File: src/rtl/noc_flit_sink_pkg.sv
// Shared flit layout, error-bit indices and sink FSM states for the NoC flit sink.
// Latency: n/a (constants, types and one combinational flit builder).
// Backpressure: n/a.
package noc_flit_sink_pkg;

    // Flit layout, MSB to LSB:
    // [31:28] H marker | [27:24] src {x,y} | [23:20] dst {x,y} | [19:12] LEN | [11:0] E marker
    localparam int NOC_DATA_WIDTH   = 32;
    localparam int NOC_ID_X_WIDTH   = 2;
    localparam int NOC_ID_Y_WIDTH   = 2;
    localparam int AXI_LEN_BIT      = 8;
    localparam int NOC_POINT_H      = 28;
    localparam int NOC_SOURCE_POINT = 24;
    localparam int NOC_DEST_POINT   = 20;
    localparam int AXI_LEN_POINT    = 12;
    localparam int NOC_POINT_E      = 0;

    localparam int MARK_H_W  = NOC_DATA_WIDTH - NOC_POINT_H;
    localparam int MARK_E_W  = AXI_LEN_POINT - NOC_POINT_E;
    localparam int PKT_LEN_W = AXI_LEN_BIT + 1;

    localparam logic [MARK_H_W-1:0] NOC_HEAD_H = 4'hA;
    localparam logic [MARK_H_W-1:0] NOC_TAIL_H = 4'h5;
    localparam logic [MARK_E_W-1:0] NOC_HEAD_E = 12'h3C5;
    localparam logic [MARK_E_W-1:0] NOC_TAIL_E = 12'hC3A;

    // Error flag bit positions in pkt_err
    localparam int ERR_W      = 5;
    localparam int ERR_DST    = 0;  // header addressed to another node
    localparam int ERR_LEN    = 1;  // payload count differs from LEN+1
    localparam int ERR_ROUTE  = 2;  // tail src/dst differ from header
    localparam int ERR_ABORT  = 3;  // packet cut short by a new header
    localparam int ERR_BADHDR = 4;  // header sideband set but markers wrong

    typedef enum logic [1:0] {
        WAIT_HEAD = 2'd0,
        PAYLOAD   = 2'd1,
        DRAIN     = 2'd2
    } sink_state_t;

    function automatic logic [NOC_DATA_WIDTH-1:0] make_flit(
        input logic [MARK_H_W-1:0]       mh,
        input logic [NOC_ID_X_WIDTH-1:0] sx,
        input logic [NOC_ID_Y_WIDTH-1:0] sy,
        input logic [NOC_ID_X_WIDTH-1:0] dx,
        input logic [NOC_ID_Y_WIDTH-1:0] dy,
        input logic [AXI_LEN_BIT-1:0]    len,
        input logic [MARK_E_W-1:0]       me
    );
        logic [NOC_DATA_WIDTH-1:0] f;
        f = '0;
        f[NOC_POINT_H +: MARK_H_W]                            = mh;
        f[NOC_SOURCE_POINT + NOC_ID_Y_WIDTH +: NOC_ID_X_WIDTH] = sx;
        f[NOC_SOURCE_POINT +: NOC_ID_Y_WIDTH]                 = sy;
        f[NOC_DEST_POINT + NOC_ID_Y_WIDTH +: NOC_ID_X_WIDTH]   = dx;
        f[NOC_DEST_POINT +: NOC_ID_Y_WIDTH]                   = dy;
        f[AXI_LEN_POINT +: AXI_LEN_BIT]                       = len;
        f[NOC_POINT_E +: MARK_E_W]                            = me;
        return f;
    endfunction

endpackage

File: src/rtl/noc_flit_sink_decode.sv
// Combinational flit classifier: header/bad-header/tail hits plus src, dst and LEN fields.
// Latency: 0 cycles (pure combinational).
// Backpressure: none; ports: flit + is_header/is_tail in, hit flags and fields out.
module noc_flit_decode
    import noc_flit_sink_pkg::*;
(
    input  logic [NOC_DATA_WIDTH-1:0] flit,
    input  logic                      is_header,
    input  logic                      is_tail,
    output logic                      hdr_hit,
    output logic                      bad_hdr,
    output logic                      tail_hit,
    output logic [NOC_ID_X_WIDTH-1:0] src_x,
    output logic [NOC_ID_Y_WIDTH-1:0] src_y,
    output logic [NOC_ID_X_WIDTH-1:0] dst_x,
    output logic [NOC_ID_Y_WIDTH-1:0] dst_y,
    output logic [AXI_LEN_BIT-1:0]    len
);
    logic [MARK_H_W-1:0] mark_h;
    logic [MARK_E_W-1:0] mark_e;
    logic                head_mark;

    assign mark_h    = flit[NOC_DATA_WIDTH-1:NOC_POINT_H];
    assign mark_e    = flit[AXI_LEN_POINT-1:NOC_POINT_E];
    assign head_mark = (mark_h == NOC_HEAD_H) && (mark_e == NOC_HEAD_E);

    assign hdr_hit  = is_header && head_mark;
    assign bad_hdr  = is_header && !head_mark;
    // The tail sideband is not always driven by senders, so the markers alone also close.
    assign tail_hit = is_tail || ((mark_h == NOC_TAIL_H) && (mark_e == NOC_TAIL_E));

    assign src_x = flit[NOC_SOURCE_POINT + NOC_ID_Y_WIDTH +: NOC_ID_X_WIDTH];
    assign src_y = flit[NOC_SOURCE_POINT +: NOC_ID_Y_WIDTH];
    assign dst_x = flit[NOC_DEST_POINT + NOC_ID_Y_WIDTH +: NOC_ID_X_WIDTH];
    assign dst_y = flit[NOC_DEST_POINT +: NOC_ID_Y_WIDTH];
    assign len   = flit[AXI_LEN_POINT +: AXI_LEN_BIT];

endmodule

File: src/rtl/noc_flit_sink.sv
// Local-port packet receiver: decodes header/data/tail flits, counts and XOR-folds payload, flags errors.
// Latency: pkt_done/pkt_* and orphan_flit registered, one cycle after the closing/orphan flit is accepted.
// Backpressure: receive_ready is ~sink_hold registered (one-cycle lag); 1 flit/cycle sustained when not held.
module noc_flit_sink
    import noc_flit_sink_pkg::*;
#(
    parameter logic [NOC_ID_X_WIDTH-1:0] X_ID = '0,
    parameter logic [NOC_ID_Y_WIDTH-1:0] Y_ID = '0
) (
    input  logic                      noc_clk,
    input  logic                      noc_rst_n,
    input  logic                      receive_valid,
    output logic                      receive_ready,
    input  logic [NOC_DATA_WIDTH-1:0] receive_flit,
    input  logic                      receive_is_header,
    input  logic                      receive_is_tail,
    input  logic                      sink_hold,
    output logic                      pkt_done,
    output logic [NOC_ID_X_WIDTH-1:0] pkt_src_x,
    output logic [NOC_ID_Y_WIDTH-1:0] pkt_src_y,
    output logic [PKT_LEN_W-1:0]      pkt_len,
    output logic [NOC_DATA_WIDTH-1:0] pkt_xsum,
    output logic [ERR_W-1:0]          pkt_err,
    output logic                      orphan_flit,
    output logic [15:0]               pkt_count,
    output logic [15:0]               err_count
);
    logic                      hdr_hit, bad_hdr, tail_hit;
    logic [NOC_ID_X_WIDTH-1:0] f_src_x, f_dst_x;
    logic [NOC_ID_Y_WIDTH-1:0] f_src_y, f_dst_y;
    logic [AXI_LEN_BIT-1:0]    f_len;

    noc_flit_decode u_decode (
        .flit      (receive_flit),
        .is_header (receive_is_header),
        .is_tail   (receive_is_tail),
        .hdr_hit   (hdr_hit),
        .bad_hdr   (bad_hdr),
        .tail_hit  (tail_hit),
        .src_x     (f_src_x),
        .src_y     (f_src_y),
        .dst_x     (f_dst_x),
        .dst_y     (f_dst_y),
        .len       (f_len)
    );

    // Latched header context of the packet in flight
    logic [NOC_ID_X_WIDTH-1:0] hdr_src_x, hdr_dst_x;
    logic [NOC_ID_Y_WIDTH-1:0] hdr_src_y, hdr_dst_y;
    logic [AXI_LEN_BIT-1:0]    hdr_len;
    logic [PKT_LEN_W-1:0]      cnt;
    logic [NOC_DATA_WIDTH-1:0] xsum;
    logic [ERR_W-1:0]          cur_err;

    sink_state_t      state, state_nxt;
    logic             xfer;
    logic             do_latch, latch_bad, do_accum, do_close, do_orphan;
    logic [ERR_W-1:0] close_err, latch_err;
    logic [PKT_LEN_W-1:0] exp_len;
    logic             route_bad;

    assign xfer      = receive_valid && receive_ready;
    assign exp_len   = {1'b0, hdr_len} + PKT_LEN_W'(1);
    assign route_bad = (f_src_x != hdr_src_x) || (f_src_y != hdr_src_y) ||
                       (f_dst_x != hdr_dst_x) || (f_dst_y != hdr_dst_y);

    always_ff @(posedge noc_clk or negedge noc_rst_n) begin
        if (!noc_rst_n) state <= WAIT_HEAD;
        else            state <= state_nxt;
    end

    always_comb begin
        state_nxt = state;
        do_latch  = 1'b0;
        latch_bad = 1'b0;
        do_accum  = 1'b0;
        do_close  = 1'b0;
        do_orphan = 1'b0;
        close_err = '0;
        if (xfer) begin
            case (state)
                WAIT_HEAD: begin
                    if (hdr_hit) begin
                        do_latch  = 1'b1;
                        state_nxt = PAYLOAD;
                    end else if (bad_hdr) begin
                        do_latch  = 1'b1;
                        latch_bad = 1'b1;
                        state_nxt = DRAIN;
                    end else begin
                        do_orphan = 1'b1;
                    end
                end
                PAYLOAD: begin
                    if (hdr_hit || bad_hdr) begin
                        // A new header aborts the current packet and starts the next one
                        // in the same cycle; a malformed one sends us to drain its body.
                        do_close             = 1'b1;
                        close_err            = cur_err;
                        close_err[ERR_ABORT] = 1'b1;
                        do_latch             = 1'b1;
                        latch_bad            = bad_hdr;
                        state_nxt            = bad_hdr ? DRAIN : PAYLOAD;
                    end else if (tail_hit) begin
                        do_close             = 1'b1;
                        close_err            = cur_err;
                        close_err[ERR_LEN]   = (cnt != exp_len);
                        close_err[ERR_ROUTE] = route_bad;
                        state_nxt            = WAIT_HEAD;
                    end else begin
                        do_accum = 1'b1;
                    end
                end
                DRAIN: begin
                    if (tail_hit) begin
                        do_close  = 1'b1;
                        close_err = cur_err;
                        state_nxt = WAIT_HEAD;
                    end
                end
                default: state_nxt = WAIT_HEAD;
            endcase
        end
    end

    always_comb begin
        latch_err = '0;
        if (latch_bad) latch_err[ERR_BADHDR] = 1'b1;
        else           latch_err[ERR_DST]    = (f_dst_x != X_ID) || (f_dst_y != Y_ID);
    end

    always_ff @(posedge noc_clk or negedge noc_rst_n) begin
        if (!noc_rst_n) begin
            receive_ready <= 1'b0;
            hdr_src_x     <= '0;
            hdr_src_y     <= '0;
            hdr_dst_x     <= '0;
            hdr_dst_y     <= '0;
            hdr_len       <= '0;
            cnt           <= '0;
            xsum          <= '0;
            cur_err       <= '0;
            pkt_done      <= 1'b0;
            orphan_flit   <= 1'b0;
            pkt_src_x     <= '0;
            pkt_src_y     <= '0;
            pkt_len       <= '0;
            pkt_xsum      <= '0;
            pkt_err       <= '0;
            pkt_count     <= '0;
            err_count     <= '0;
        end else begin
            receive_ready <= ~sink_hold;
            pkt_done      <= do_close;
            orphan_flit   <= do_orphan;

            if (do_latch) begin
                hdr_src_x <= f_src_x;
                hdr_src_y <= f_src_y;
                hdr_dst_x <= f_dst_x;
                hdr_dst_y <= f_dst_y;
                hdr_len   <= f_len;
                cnt       <= '0;
                xsum      <= '0;
                cur_err   <= latch_err;
            end else if (do_accum) begin
                if (cnt != '1) cnt <= cnt + PKT_LEN_W'(1);
                xsum <= xsum ^ receive_flit;
            end

            // Outputs take the pre-latch header context, so an aborting header
            // never leaks into the packet it closes.
            if (do_close) begin
                pkt_src_x <= hdr_src_x;
                pkt_src_y <= hdr_src_y;
                pkt_len   <= cnt;
                pkt_xsum  <= xsum;
                pkt_err   <= close_err;
                if (pkt_count != 16'hFFFF) pkt_count <= pkt_count + 16'd1;
            end

            if ((do_orphan || (do_close && (close_err != '0))) && (err_count != 16'hFFFF))
                err_count <= err_count + 16'd1;
        end
    end

endmodule

File: config.mk
export PLATFORM = sky130hd
export DESIGN_NAME = noc_flit_sink
export DESIGN_NICKNAME = d
export VERILOG_FILES = /design/src/rtl/noc_flit_sink_pkg.sv /design/src/rtl/noc_flit_sink_decode.sv /design/src/rtl/noc_flit_sink.sv
export SDC_FILE = /design/constraint.sdc
export NUM_CORES = 1
export LEC_CHECK = 0
export CORE_MARGIN = 2
export CORE_UTILIZATION = 53
export DETAILED_ROUTE_END_ITERATION = 8
export GPL_TIMING_DRIVEN = 0
export PLACE_DENSITY = 0.81
export SLEW_MARGIN = 20
export SYNTH_ARGS = -nofsm -noshare
export SYNTH_HDL_FRONTEND = slang
export SYNTH_SLANG_ARGS = --single-unit
File: constraint.sdc
create_clock -name noc_clk -period 2.8 [get_ports noc_clk]
set_input_delay 0.28 -clock noc_clk [delete_from_list [all_inputs] [get_ports noc_clk]]
set_output_delay 0.28 -clock noc_clk [all_outputs]
set_load 0.005 [all_outputs]
# Word level (Yosys, flattened, before mapping)
# Index checks and enable logic that the tools add are counted.
# word_totals
ram_bits	0
input_bits	38
n_memories	0
latchBits	0
reg_bits	146
elab_cells	103
romBits	0
output_inout_bits	85
# classes
n_eq_ne	15
shifts	0
mux	39
add_sub_neg	4
reduce_logical	24
n_lt_le_gt_ge	0
bitwise	2
div	0
multipliers	0
# ops
cell	n
$mux 32	2
$add 16x1->16 const B	2
$ne 16x16->1 const B	2
$xor 32x32->32	1
$mux 9	3
$mux 1	20
$mux 5	4
$eq 12x10->1 const B	1
$eq 12x12->1 const B	1
$mux 2	5
$pmux 5 s2	1
$add 8x1->9 const B	1
$add 9x1->9 const B	1
$ne 9x9->1	1
$ne 9x9->1 const B	1
$ne 2x2->1	4
$reduce_bool 2->1	4
$logic_and 1x1->1	7
$logic_or 1x1->1	7
$pmux 1 s2	3
$pmux 2 s3	1
$reduce_and 2->1	3
$reduce_bool 5->1	1
$eq 4x3->1 const B	1
7 further kinds	7

# Logic depth before layout (Yosys ltp)
# depth
word_depth	12
ltp_mapped	11
depth_no_buf	10

# By module
# Synthesis repeated with hierarchy kept, for this count alone.
# hier_totals
cells_unflattened	684
area_unflattened_um2	6842.8
# modules_own_cells
module	n_inst	seq_area_each_um2	area_per_inst_um2	cells_per_inst
noc_flit_sink	1	3653.5	6602.6	655
noc_flit_decode	1	0.0	240.2	29

# Worst setup path before layout
# Ideal clock, no wire load.
# synth_timing
path_type	register to register
startpoint	register state[1]
endpoint	register err_count[14]
path_stages_with_launch	11
setup_ns	0.127
path_slack_ns	0.260
path_buffers	0
t_required_ns	2.673
synth_period_minus_slack_ns	2.540
t_arrival_ns	2.413
cell_sequence	dfrtp_1 inv_1 ha_1 or2_2 a41o_1 o211ai_4 inv_2 o22a_1 a2111o_1 nand4_1 mux2_1
# synth_between
elab_chain_len	7
word_cells_on_any_way	13
cone_classes	eq/ne: 2; mux: 6; reduce/logical: 5
# synth_rtl
element	line	text
from (decl)	noc_flit_sink.sv:55	sink_state_t state, state_nxt;
from (signal assigned)	noc_flit_sink.sv:69	else state <= state_nxt;
$eq 2x2->1 or $eq 2x1->1 (tied branches)	noc_flit_sink.sv:81	case (state)
$pmux 5 s2	noc_flit_sink.sv:81	
$mux 5	noc_flit_sink.sv:80	if (xfer) begin
$reduce_bool 5->1	noc_flit_sink.sv:182	if ((do_orphan || (do_close && (close_err != '0))) && (err_count != 16'hFFFF))
$logic_and 1x1->1	noc_flit_sink.sv:182	
$logic_or 1x1->1 *	noc_flit_sink.sv:182	
$logic_and 1x1->1 *	noc_flit_sink.sv:182	
to (signal assigned)	noc_flit_sink.sv:183	err_count <= err_count + 16'd1;
to (decl)	noc_flit_sink.sv:26	output logic [15:0] err_count
# Every way passes the cells marked *; elsewhere a longest branch is shown, timed or not.
# A chain may end at the register's enable or synchronous reset.

# Final worst setup path
# Ends and elaborated chain as after synthesis.

==> impl_metrics.tcl <==
set metrics [dict create \
    synthMuxAreaShare_pct 6.049 \
    clock_sinks 146 \
    yosysMostFrequentCell "nand2_1" \
    yosysWarnings 0 \
    drtIter0Drc 299 \
    synth_top_family_by_area "simple AND/OR/NAND/NOR gates" \
    die_y_um 116.3 \
    initial_core_util_pct 53.60 \
    gp_congestion 0.8590 \
    synth_area_leaders "dfrtp_1 (55%), nand2_1 (8.7%), xor2_1 (7.5%), mux2_2 (5.4%), xnor2_1 (3.4%)" \
    die_area_um2 13520 \
    fin_nets 825 \
    cp_slowest_stage_delay_ns 0.42 \
    n_antenna_cell 0 \
    syn_inst 634 \
    hold_depth 2 \
    clock_path_buffers 2 \
    cp-startpoint "state[1]" \
    h-tree-depth 4 \
    cts_buffers 17 \
    synth_xor_area_share_pct 10.88 \
    firstDrtPassIters 4 \
    synth.distinct_cells 53 \
    async_flop_share_pct 100.0 \
    io_pins 123 \
    max-vdd-ir-drop_mv 0.5061 \
    power_per_cell_area_nw_per_um2 702.1 \
    path_class "reg2reg" \
    rows 41 \
    design.core.area_um2 12470 \
    synth_simple_gate_area_share_pct 20.92 \
    worst_hold_path_type "in2reg" \
    place_inst 929 \
    synthesis.nets 681 \
    post_drt_via_cell_ratio 5.290 \
    dpl.hpwl_um 10940 \
    synth_top_area_cell "dfrtp_1" \
    grt_overflow 0 \
    drive_above_1_share_pct 11.00 \
    synth-edff-count 0 \
    relSlewSlack_pct 29.45 \
    worstRegToRegCells 10 \
    setup_viol 0 \
    cp_num_cells 10 \
    finalMaxSlewViolations 0 \
    io_buffer_count 122 \
    worstPathMaxFanout 9 \
    antenna_found_initial 0 \
    drv_cap 0 \
    cp-end-kind "flip-flop" \
    hold_start "sink_hold" \
    fin_crit_sh_pct 95.30 \
    clock_tree.root_cell "clkbuf_16" \
    path_delay_family "compound AO/OA/AOI/OAI gates" \
    fin_crit_ns 2.668 \
    remaining_drc_errors 0 \
    grt_pass1_vias 5175 \
    hold_ws_ns 0.3415 \
    clk_pin_slew_ns 0.06 \
    reg2reg_from "state[1]" \
    finalHoldViolCount 0 \
    rsz0062_at_grt "no" \
    routedWlPerCell_um 15.87 \
    final_util_pct 70.36 \
    syn-cell-area_um2 6681 \
    finalWorstSetupSlack_ns 0.1317 \
    vias 5094 \
    final_cells 963 \
    place_ws_ns -0.3512 \
    status "complete, no violations" \
    skew_ns 0.005302 \
    synth_compound_area_share_pct 3.989 \
    grt_util_all_layers_pct 24.05 \
    power_leakage_nw 4.154 \
    cts_tree "yes" \
    crit_buf_inv 2 \
    synth_adder_area_share_pct 1.685 \
    required_ns 3.09 \
    crit_chain "inv_1, ha_2, or2_2, a41o_1, o211ai_4, inv_4, o22a_1, a2111o_1, nand4_1, mux2_1" \
    drt.antenna.violating_nets 0 \
    timing_worst_slew_pin_value_ns 1.050 \
    syn2layout_area_growth_pct 31.27 \
    grt_max_degree 82 \
    routed_wl_um 15290 \
    insertion_delay_ns 0.42 \
    netlist.area_leader.share_pct 54.68 \
    arrival_ns 2.96 \
    cp-start-kind "flip-flop" \
    yosysSeqAreaShare_pct 54.68 \
    synthFlopType "dfrtp_1" \
    synth_seq_cells 146 \
    fmax_mhz 374.8 \
    crit_slowest_cell "a2111o_1" \
    grt_pass1_wl_um 25090 \
    die_w_um 116.3 \
    syn_avg_cell_area_um2 10.54 \
    yosys-top-cells-count "nand2_1 (155), dfrtp_1 (146), xor2_1 (57), nor2_1 (53), mux2_2 (32)" \
]
-- layer usage --
layer | wire length, um | vias up | GRT usage, %
li1 | - | 2417 | -
met3 | 744 | 28 | 6.435
met1 | 6530 | 2522 | 30.23
met5 | 0 | - | 0
met4 | 298 | 0 | 10.24
met2 | 7713 | 127 | 39.50
-- kinds of logic after synthesis --
| logic type | Yosys count |
|---|---|
| simple gates | 295 |
| buf+inv | 31 |
| flops | 146 |
| fa+ha+maj | 9 |
| compound gates | 34 |
| xor+xnor | 83 |
| mux | 36 |
-- area by class of cell --
| class | instances | area, um^2 |
|---|---|---|
| Multi-Input combinational cell | 457 | 2932 |
| Clock inverter | 4 | 45.04 |
| Sequential cell | 146 | 3654 |
| Clock buffer | 28 | 526.8 |
| Buffer | 23 | 91.34 |
| Timing Repair Buffer | 126 | 1279 |
| Inverter | 7 | 28.78 |
| Tap cell | 172 | 215.2 |
| Fill cell | 912 | 3695 |
-- power breakdown --
part	internal, W	total [W]	switching, W	leakage, nW
logic	0.000680	0.00123	0.000547	1.88
registers	0.00246	0.00277	0.000310	1.99
clock network	0.00136	0.00216	0.000804	0.284
-- worst register-to-register path, stage by stage, from the launching register on --
cell and delay [ns]:
dfrtp_1 0.40, inv_1 0.08, ha_2 0.22, or2_2 0.30, a41o_1 0.24, o211ai_4 0.10
inv_4 0.09, o22a_1 0.23, a2111o_1 0.42, nand4_1 0.15, mux2_1 0.33
-- cells in the final DEF, fill, tap and decap left out, types with 4 or more instances in the layout --
master,n
nand2_1,154
and3_1,16
ha_1,7
clkbuf_1,24
xor2_1,57
o21ai_0,6
nand3_1,11
nor2b_1,5
xnor2_1,26
mux2_2,32
nand3_2,8
clkbuf_8,6
clkbuf_16,17
clkdlybuf4s50_1,121
nand4_1,13
nor3_1,5
inv_1,6
dfrtp_1,146
nor4_1,4
nor2_1,53
-- flip-flops by register name, summed over array words and instances, names as in the netlist, 5 cells and up --
name and count:
pkt_err 5, cnt 9, xsum 32, hdr_len 8
pkt_xsum 32, err_count 16, pkt_count 16, pkt_len 9
-- path summary, 6_finish.rpt --
path	endpoint	slack, ns
worst max-delay path	err_count[14]	0.13
worst min-delay path	receive_ready	0.34
worst max register to register	err_count[14]	0.13
worst min register to register	pkt_len[6]	0.47
max in group asynchronous	pkt_xsum[19]	1.67
min in group asynchronous	pkt_count[4]	0.39
-- stage by stage --
step | power [W] | instance area [um^2] | TNS (ns)
floorplan | 0.003352 | 6681 | 0
global placement | 0.003943 | 8118 | -609.34
detailed placement | 0.004010 | 8150 | -12.44
CTS | 0.006194 | 8751 | 0
global route | 0.006494 | 8771 | 0
finish | 0.006158 | 8771 | 0
-- timing repair --
| action | in CTS | in global routing |
|---|---|---|
| pin swaps | 2 | 1 |
| endpoints found under the hold margin | 65 | 0 |
| setup buffers | 2 | 0 |
| hold buffers | 1 | 0 |
| gates resized for setup | 3 | 6 |
| setup endpoints to repair | 11 | 20 |
| cloned | 0 | 0 |
(Power assumes the default switching activity.)
